==> src/rtl/dbg_trace_buf.sv <==
// Commit-trace ring buffer: records one entry per retired instruction,
// freezes capture and requests a core stall on ebreak / invalid instruction,
// and lets a host drain the oldest records over a valid/ready port.
module dbg_trace_buf #(
    parameter int XLEN        = 32,
    parameter int DEPTH       = 16,
    parameter int WRAP_MODE   = 1,
    parameter int HALT_ON_BRK = 1
) (
    input  logic                     clk,
    input  logic                     reset,
    input  logic                     commit_valid,
    input  logic [XLEN-1:0]          commit_pc,
    input  logic [31:0]              commit_inst,
    input  logic                     commit_brk,
    input  logic                     commit_ivd,
    input  logic                     gpr_wen,
    input  logic [4:0]               gpr_waddr,
    input  logic [XLEN-1:0]          gpr_wdata,
    input  logic                     csr_wen,
    input  logic [11:0]              csr_waddr,
    input  logic [XLEN-1:0]          csr_wdata,
    output logic                     rd_valid,
    input  logic                     rd_ready,
    output logic [XLEN-1:0]          rd_pc,
    output logic [31:0]              rd_inst,
    output logic [3:0]               rd_flags,
    output logic [4:0]               rd_gpr_waddr,
    output logic [XLEN-1:0]          rd_gpr_wdata,
    output logic [11:0]              rd_csr_waddr,
    output logic [XLEN-1:0]          rd_csr_wdata,
    output logic [$clog2(DEPTH):0]   count,
    output logic                     overflow,
    output logic                     halt_req,
    output logic [1:0]               halt_cause,
    input  logic                     resume
);

    localparam int AW    = $clog2(DEPTH);
    localparam int CW    = AW + 1;
    localparam int REC_W = 4 + XLEN + 32 + 5 + XLEN + 12 + XLEN;

    typedef enum logic {
        ST_RUN  = 1'b0,
        ST_HALT = 1'b1
    } state_t;

    state_t           r_state;
    logic [AW-1:0]    r_wr_ptr;
    logic [AW-1:0]    r_rd_ptr;
    logic [CW-1:0]    r_count;
    logic             r_overflow;
    logic             r_halt_req;
    logic [1:0]       r_halt_cause;
    logic [REC_W-1:0] r_mem [DEPTH];

    logic             w_capture;
    logic             w_full;
    logic             w_pop;
    logic             w_write;
    logic             w_overwrite;
    logic             w_drop;
    logic             w_rd_adv;
    logic             w_inc;
    logic             w_dec;
    logic             w_halt_ev;
    logic [REC_W-1:0] w_rec;
    logic [REC_W-1:0] w_rd_rec;

    // A commit only counts while running; in HALT the core is stalled so commit_valid is noise.
    assign w_capture   = commit_valid && (r_state == ST_RUN);
    assign w_full      = (r_count == CW'(DEPTH));
    assign w_pop       = (r_count != '0) && rd_ready;
    // A full buffer still accepts a commit if the same cycle pops, or if oldest-overwrite is enabled.
    assign w_write     = w_capture && (!w_full || w_pop || (WRAP_MODE != 0));
    assign w_overwrite = w_capture && w_full && !w_pop && (WRAP_MODE != 0);
    assign w_drop      = w_capture && w_full && !w_pop && (WRAP_MODE == 0);
    assign w_rd_adv    = w_pop || w_overwrite;
    assign w_inc       = w_write && !w_pop && !w_overwrite;
    assign w_dec       = w_pop && !w_write;
    // Halt fires on the commit even if its record was dropped for lack of space.
    assign w_halt_ev   = w_capture && (commit_ivd || ((HALT_ON_BRK != 0) && commit_brk));

    assign w_rec = {commit_ivd, commit_brk, csr_wen, gpr_wen, commit_pc, commit_inst,
                    gpr_waddr, gpr_wdata, csr_waddr, csr_wdata};

    assign w_rd_rec = r_mem[r_rd_ptr];
    assign {rd_flags, rd_pc, rd_inst, rd_gpr_waddr, rd_gpr_wdata,
            rd_csr_waddr, rd_csr_wdata} = w_rd_rec;

    assign rd_valid   = (r_count != '0);
    assign count      = r_count;
    assign overflow   = r_overflow;
    assign halt_req   = r_halt_req;
    assign halt_cause = r_halt_cause;

    // Record storage: written at wr_ptr, never cleared; reset only blocks the write.
    always_ff @(posedge clk) begin
        if (reset && w_write) begin
            r_mem[r_wr_ptr] <= w_rec;
        end
    end

    // Pointers, occupancy and sticky loss flag.
    always_ff @(posedge clk) begin
        if (!reset) begin
            r_wr_ptr   <= '0;
            r_rd_ptr   <= '0;
            r_count    <= '0;
            r_overflow <= 1'b0;
        end else begin
            if (w_write) begin
                r_wr_ptr <= r_wr_ptr + AW'(1);
            end
            if (w_rd_adv) begin
                r_rd_ptr <= r_rd_ptr + AW'(1);
            end
            if (w_inc) begin
                r_count <= r_count + CW'(1);
            end else if (w_dec) begin
                r_count <= r_count - CW'(1);
            end
            if (w_overwrite || w_drop) begin
                r_overflow <= 1'b1;
            end
        end
    end

    // RUN/HALT control with registered stall request and cause (ivd outranks brk).
    always_ff @(posedge clk) begin
        if (!reset) begin
            r_state      <= ST_RUN;
            r_halt_req   <= 1'b0;
            r_halt_cause <= 2'b00;
        end else begin
            case (r_state)
                ST_RUN: begin
                    if (w_halt_ev) begin
                        r_state      <= ST_HALT;
                        r_halt_req   <= 1'b1;
                        r_halt_cause <= commit_ivd ? 2'b10 : 2'b01;
                    end
                end
                ST_HALT: begin
                    if (resume) begin
                        r_state      <= ST_RUN;
                        r_halt_req   <= 1'b0;
                        r_halt_cause <= 2'b00;
                    end
                end
                default: begin
                    r_state      <= ST_RUN;
                    r_halt_req   <= 1'b0;
                    r_halt_cause <= 2'b00;
                end
            endcase
        end
    end

endmodule
==> config.mk <==
export PLATFORM = sky130hd
export DESIGN_NAME = dbg_trace_buf
export DESIGN_NICKNAME = d
export VERILOG_FILES = /design/src/rtl/dbg_trace_buf.sv
export SDC_FILE = /design/constraint.sdc
export NUM_CORES = 2
export LEC_CHECK = 0
export BUFFER_PORTS_ARGS = -buffer_cell sky130_fd_sc_hd__buf_2
export CAP_MARGIN = 30
export CORE_AREA = 4 4 536 538
export DETAILED_ROUTE_END_ITERATION = 10
export DIE_AREA = 0 0 540 542
export MAX_ROUTING_LAYER = met4
export PLACE_DENSITY = 0.55
export SLEW_MARGIN = 10
export SYNTH_ARGS = -nofsm -noshare
export SYNTH_HDL_FRONTEND = slang
export SYNTH_SLANG_ARGS = --single-unit
==> constraint.sdc <==
create_clock -name clk -period 9.2 [get_ports clk]
set_clock_uncertainty 0.05 [all_clocks]
set_input_delay 1.84 -clock clk [delete_from_list [all_inputs] [get_ports clk]]
set_output_delay 1.84 -clock clk [all_outputs]
set_load 0.02 [all_outputs]
# ---- After elaboration in Yosys (flattened, before gate mapping)
# Memories as Yosys holds them, arrays and structs flattened. A register that Yosys moved wholly into a read port is not among the register bits.
# Index checks and enable logic that the tools add are counted.
dict set report word_totals {
  memories 1
  ff_bits 18
  ramBits 2384
  input_bits 154
}
dict set report classes {
  addsub 4
  reduce_logical 17
  n_eq_ne 3
  muxes 16
  n_bitwise 1
}
# memory depth width rd rd_ports_with_merged_regs wr line
set mem_list {}
lappend mem_list {r_mem 16 149 1 1 1 55} ;# logic [REC_W-1:0] r_mem [DEPTH];
# op count
set ops {}
lappend ops {{two-way mux 5 bit} 2}
lappend ops {{logical AND 1 bit} 9}
lappend ops {{adder 4 x 1 -> 4 bit (second input constant)} 2}
lappend ops {{two-way mux 4 bit} 2}
lappend ops {{two-way mux 1 bit} 6}
lappend ops {{two-way mux 2 bit} 3}
lappend ops {{adder 5 x 1 -> 5 bit (second input constant)} 1}
lappend ops {{equality test 5 bit (second input constant)} 1}
lappend ops {{nonzero test 5 bit} 1}
lappend ops {{subtractor 5 x 1 -> 5 bit (second input constant)} 1}
lappend ops {{!= test 2 bit (second input constant)} 2}
lappend ops {{case mux 1 bit (2 select lines)} 2}
lappend ops {{case mux 2 bit (2 select lines)} 1}
lappend ops {{logical NOT 1 bit} 3}
lappend ops {{logical OR 1 bit} 2}
lappend ops {{AND reduction 2 bit} 1}
lappend ops {{nonzero test 2 bit} 1}
lappend ops {{NOT 1 bit} 1}

# ---- Depth between registers and ports, before layout
dict set report logic_depth {
  ltp_word 7
  depth_mapped 9
  depth_no_buf 8
}

# ---- Worst setup path before layout
# OpenSTA, ideal clock, no wires.
dict set report synth_path {
  path_kind {input -> register}
  from {input commit_valid}
  to {memory r_mem[11][0] (netlist bit), enable pin}
  setup_ns 0.660
  path_stages 4
  arrival_time_ns 8.566
  path_slack_ns -0.076
  cell_sequence {nor2b_1 buf_2 nand2_1 nor2_1}
}
dict set report synth_via {
  elab_chain_len 4
}
# element line
set synth_rtl {}
lappend synth_rtl {{start, declared} 12} ;# input logic commit_valid,
lappend synth_rtl {{logical AND 1 bit} 71} ;# assign w_capture = commit_valid && (r_state == ST_RUN);
lappend synth_rtl {{logical AND 1 bit} 99} ;# if (reset && w_write) begin
lappend synth_rtl {{two-way mux 1 bit} 99}
lappend synth_rtl {{two-way mux 1 bit (not written as such)} 100} ;# r_mem[r_wr_ptr] <= w_rec;
lappend synth_rtl {{end, declared} 55}
# Every way passes these cells.

==> metrics.txt <==
# TYPE chip_impl_metric gauge
chip_impl_metric{name="maxSlewHeadroom",unit="%"} 10.20
chip_impl_info{name="clockRootBuffer",value="sky130_fd_sc_hd__clkbuf_16"} 1
chip_impl_metric{name="synth.yosys.seq_area_share",unit="%"} 79.98
chip_impl_metric{name="place_area",unit="um2"} 96410
chip_impl_info{name="critical_path.startpoint_type",value="flip-flop"} 1
chip_impl_metric{name="drt-vias-per-instance",unit=""} 5.078
chip_impl_metric{name="cts_inserted_buffers",unit=""} 271
chip_impl_metric{name="finalCritPeriodShare",unit="%"} 65.08
chip_impl_metric{name="cts.sink_count",unit=""} 2406
chip_impl_metric{name="max_cap_viol_count",unit=""} 0
chip_impl_metric{name="synthesis.instances",unit=""} 3787
chip_impl_metric{name="clk_transition_reported_paths",unit="ns"} 0.05
chip_impl_metric{name="proportion_of_register_bits_with_asynchronous_set_or_reset_after_synthesis",unit="%"} 0
chip_impl_metric{name="ant_nets_after_route",unit=""} 0
chip_impl_metric{name="ys_ff_latch",unit=""} 2406
chip_impl_info{name="timing.setup.critical_path_class",value="reg2out"} 1
chip_impl_metric{name="syn2layout_area_growth",unit="%"} 16.76
chip_impl_metric{name="drive_gt1_share",unit="%"} 30.73
chip_impl_info{name="status",value="finished, final reports clean"} 1
chip_impl_metric{name="wl_per_cell",unit="um"} 27.37
chip_impl_metric{name="first_pass_grt_wire_length",unit="um"} 322800
chip_impl_metric{name="gr-total-overflow",unit=""} 0
chip_impl_metric{name="post_cts.resized_instances",unit=""} 0
chip_impl_metric{name="yosys.area_share.adder",unit="%"} 0.1334
chip_impl_metric{name="floorplan.die.width",unit="um"} 540
chip_impl_metric{name="worst-slew-pin-transition",unit="ns"} 1.347
chip_impl_metric{name="power_per_cell_area",unit="nW/um2"} 265.8
chip_impl_info{name="grt_setup_unrepaired",value="false"} 1
chip_impl_metric{name="nFillCells",unit=""} 25535
chip_impl_metric{name="post_synth.cell_area_avg",unit="um2"} 23.78
chip_impl_info{name="synth_top_family_by_area",value="multiplexers"} 1
chip_impl_metric{name="timing_max_transition_violations_final",unit=""} 0
chip_impl_metric{name="synth-compound-area-share",unit="%"} 2.623
chip_impl_metric{name="drt-pass1-iter-count",unit=""} 5
chip_impl_metric{name="finalWirelength",unit="um"} 225400
chip_impl_metric{name="layout.nets",unit=""} 4410
chip_impl_metric{name="largest_net_degree_at_the_start_of_global_routing",unit=""} 125
chip_impl_metric{name="power.total",unit="W"} 0.02795
chip_impl_metric{name="grt_antenna_before_repair",unit=""} 68
chip_impl_metric{name="number_of_library_cell_types_mapped_by_synthesis",unit=""} 48
chip_impl_metric{name="syn-cell-area",unit="um2"} 90060
chip_impl_metric{name="timing.critical_path.arrival",unit="ns"} 4.10
chip_impl_metric{name="vias_in_the_first_global_route",unit=""} 43911
chip_impl_info{name="final_cell_mix",value="sky130_fd_sc_hd__edfxtp_1 (2384), sky130_fd_sc_hd__mux4_2 (596), sky130_fd_sc_hd__buf_2 (312)"} 1
chip_impl_metric{name="yosys.area_share.xor_xnor",unit="%"} 0.03890
chip_impl_metric{name="synth.area.mux_share",unit="%"} 15.00
chip_impl_info{name="yosys_most_used_dff",value="sky130_fd_sc_hd__edfxtp_1"} 1
chip_impl_info{name="hold_path.startpoint",value="r_rd_ptr[3]"} 1
chip_impl_metric{name="port_buffers",unit=""} 312
chip_impl_metric{name="hold_path_depth",unit=""} 2
chip_impl_metric{name="worst-path-max-fanout",unit=""} 85
chip_impl_metric{name="finalHoldViolations",unit=""} 0
chip_impl_metric{name="fmaxAchievable",unit="MHz"} 167.0
chip_impl_info{name="tritoncts",value="yes"} 1
chip_impl_metric{name="synthesized_nets",unit=""} 3950
chip_impl_metric{name="vias",unit=""} 41815
chip_impl_metric{name="core-area",unit="um2"} 282000
chip_impl_metric{name="worstSkewPairLatency",unit="ns"} 0.85
chip_impl_metric{name="synthesis.yosys.warnings",unit=""} 0
chip_impl_metric{name="postCtsSetupRepairBufs",unit=""} 0
chip_impl_metric{name="synth_enable_flop_cells",unit=""} 2384
chip_impl_metric{name="initial_core_util",unit="%"} 31.93
chip_impl_metric{name="worst_ir_drop_vdd",unit="mV"} 0.1916
chip_impl_metric{name="final_std_cell_area_no_fill",unit="um2"} 105200
chip_impl_metric{name="grt_use_total",unit="%"} 15.53
chip_impl_info{name="rr_startpoint",value="r_state"} 1
chip_impl_info{name="critical_path.endpoint_type",value="primary output"} 1
chip_impl_metric{name="first_iter_violations",unit=""} 3634
chip_impl_metric{name="power.leakage",unit="nW"} 32.24
chip_impl_metric{name="die_height",unit="um"} 542
chip_impl_metric{name="sum_of_net_half_perimeters_after_detailed_placement",unit="um"} 113000
chip_impl_metric{name="utilization",unit="%"} 37.28
chip_impl_metric{name="final_weighted_congestion_of_routability_driven_global_placement",unit=""} 0.7114
chip_impl_metric{name="pre_cts_slack",unit="ns"} 3.947
chip_impl_metric{name="boundaryPins",unit=""} 313
chip_impl_metric{name="clockBufferDepth",unit=""} 4
chip_impl_info{name="final_common_cell",value="sky130_fd_sc_hd__edfxtp_1"} 1
chip_impl_metric{name="worst-endpoint-required",unit="ns"} 7.31
chip_impl_metric{name="clock_tree.htree_level_count",unit=""} 5
chip_impl_metric{name="setup_ws",unit="ns"} 3.213
chip_impl_metric{name="setup_viol",unit=""} 0
chip_impl_metric{name="drt_drc_violations_left",unit=""} 0
chip_impl_metric{name="floorplan.die_area",unit="um2"} 292700
chip_impl_metric{name="worst-r2r-cell-count",unit=""} 6
chip_impl_metric{name="floorplan.rows",unit=""} 195
chip_impl_metric{name="cts_hold_buf",unit=""} 0
chip_impl_info{name="hold_class",value="reg2reg"} 1
chip_impl_metric{name="synth-simple-area-share",unit="%"} 1.107
chip_impl_metric{name="timing.final.crit_period",unit="ns"} 5.987
-- flip-flops by register name, indices dropped and copies added, names as in the netlist, named ones only --
register	flops
r_mem	2384
count	5
r_rd_ptr	4
r_wr_ptr	4
halt_cause	2
halt_req	1
overflow	1
r_state	1
-- final timing paths --
| path | end | slack, ns |
|---|---|---|
| hold / removal | flip-flop | 0.42 |
| setup reg to reg | r_mem[15][143] | 5.87 |
| hold reg to reg | flip-flop | 0.42 |
| setup / recovery | rd_pc[8] | 3.21 |
-- logic make-up (layout without fill, tap and decap cells) --
family          count (synthesis)  after routing
compound gates                325            325
xor+xnor                        4              4
fa+ha+maj                       9              9
buf+inv                       206            868
flops                        2406           2406
mux                           603            603
other cells                     0             42
simple gates                  234            234
-- routing by layer --
| metal | vias up | global-route usage [%] | wire [um] | part of all wire, % |
|---|---|---|---|---|
| met5 | - | - | 0 | 0 |
| met4 | 0 | 3.247 | 4523 | 2.0 |
| met3 | 315 | 3.833 | 17030 | 7.6 |
| met2 | 1321 | 23.66 | 106200 | 47 |
| met1 | 22838 | 21.28 | 97680 | 43 |
| li1 | 17341 | - | - | - |
-- synthesized netlist by cell type (all sizes together) (2+ instances only) --
library cell / count / share of area [%]
a21oi: 5 / 0.028
ha: 8 / 0.11
a22oi: 236 / 2.0
xnor2: 3 / 0.029
nand3: 3 / 0.017
or2: 3 / 0.021
a21boi: 4 / 0.033
o21ai: 5 / 0.028
nor4: 2 / 0.021
mux2i: 7 / 0.092
nand2b: 7 / 0.049
o211ai: 2 / 0.017
edfxtp: 2384 / 79
o22ai: 63 / 0.44
dfxtp: 22 / 0.49
nand3b: 2 / 0.017
inv: 4 / 0.017
mux4: 596 / 15
nor2b: 5 / 0.035
o21a: 4 / 0.033
nand2: 143 / 0.60
buf: 107 / 0.71
clkbuf: 95 / 0.40
and2: 7 / 0.049
nor2: 54 / 0.23
-- layout make-up --
| cell class | count | area (um2) | share of cell area [%] |
|---|---|---|---|
| Timing Repair Buffer | 389 | 2535 | 2.411 |
| Multi-Input combinational cell | 1175 | 17170 | 16.32 |
| Tap cell | 3743 | 4683 | 4.454 |
| Clock inverter | 126 | 1409 | 1.340 |
| Clock buffer | 349 | 7202 | 6.849 |
| Sequential cell | 2406 | 72040 | 68.51 |
| Antenna cell | 42 | 105.1 | 0.09995 |
| Inverter | 4 | 15.01 | 0.01428 |
-- stage by stage --
step / cells / setup TNS, ns / hold WS, ns
finish: 8234 / 0 / 0.4229
global route: 8224 / 0 / 0.4324
CTS: 8191 / 0 / 0.4133
detailed placement: 7716 / 0 / 0.4124
global placement: 7714 / 0 / 0.4139
floorplan: 3787 / -88.54 / 0.3951
-- critical path, cell delays in order, from the launching register on --
cell and delay, ns:
sky130_fd_sc_hd__dfxtp_4 0.73, sky130_fd_sc_hd__buf_12 0.45, sky130_fd_sc_hd__buf_12 0.62, sky130_fd_sc_hd__mux4_2 0.59
sky130_fd_sc_hd__a22oi_1 0.21, sky130_fd_sc_hd__nand2_1 0.21, sky130_fd_sc_hd__buf_2 0.22
-- power breakdown --
| part | internal [W] | leakage [nW] | switching [W] |
|---|---|---|---|
| Clock | 0.00617 | 4.16 | 0.00432 |
| Sequential | 0.0121 | 21.6 | 0.000108 |
| Combinational | 0.00236 | 6.43 | 0.00285 |
| Total | 0.0207 | 32.2 | 0.00728 |
(Power assumes the default switching activity.)
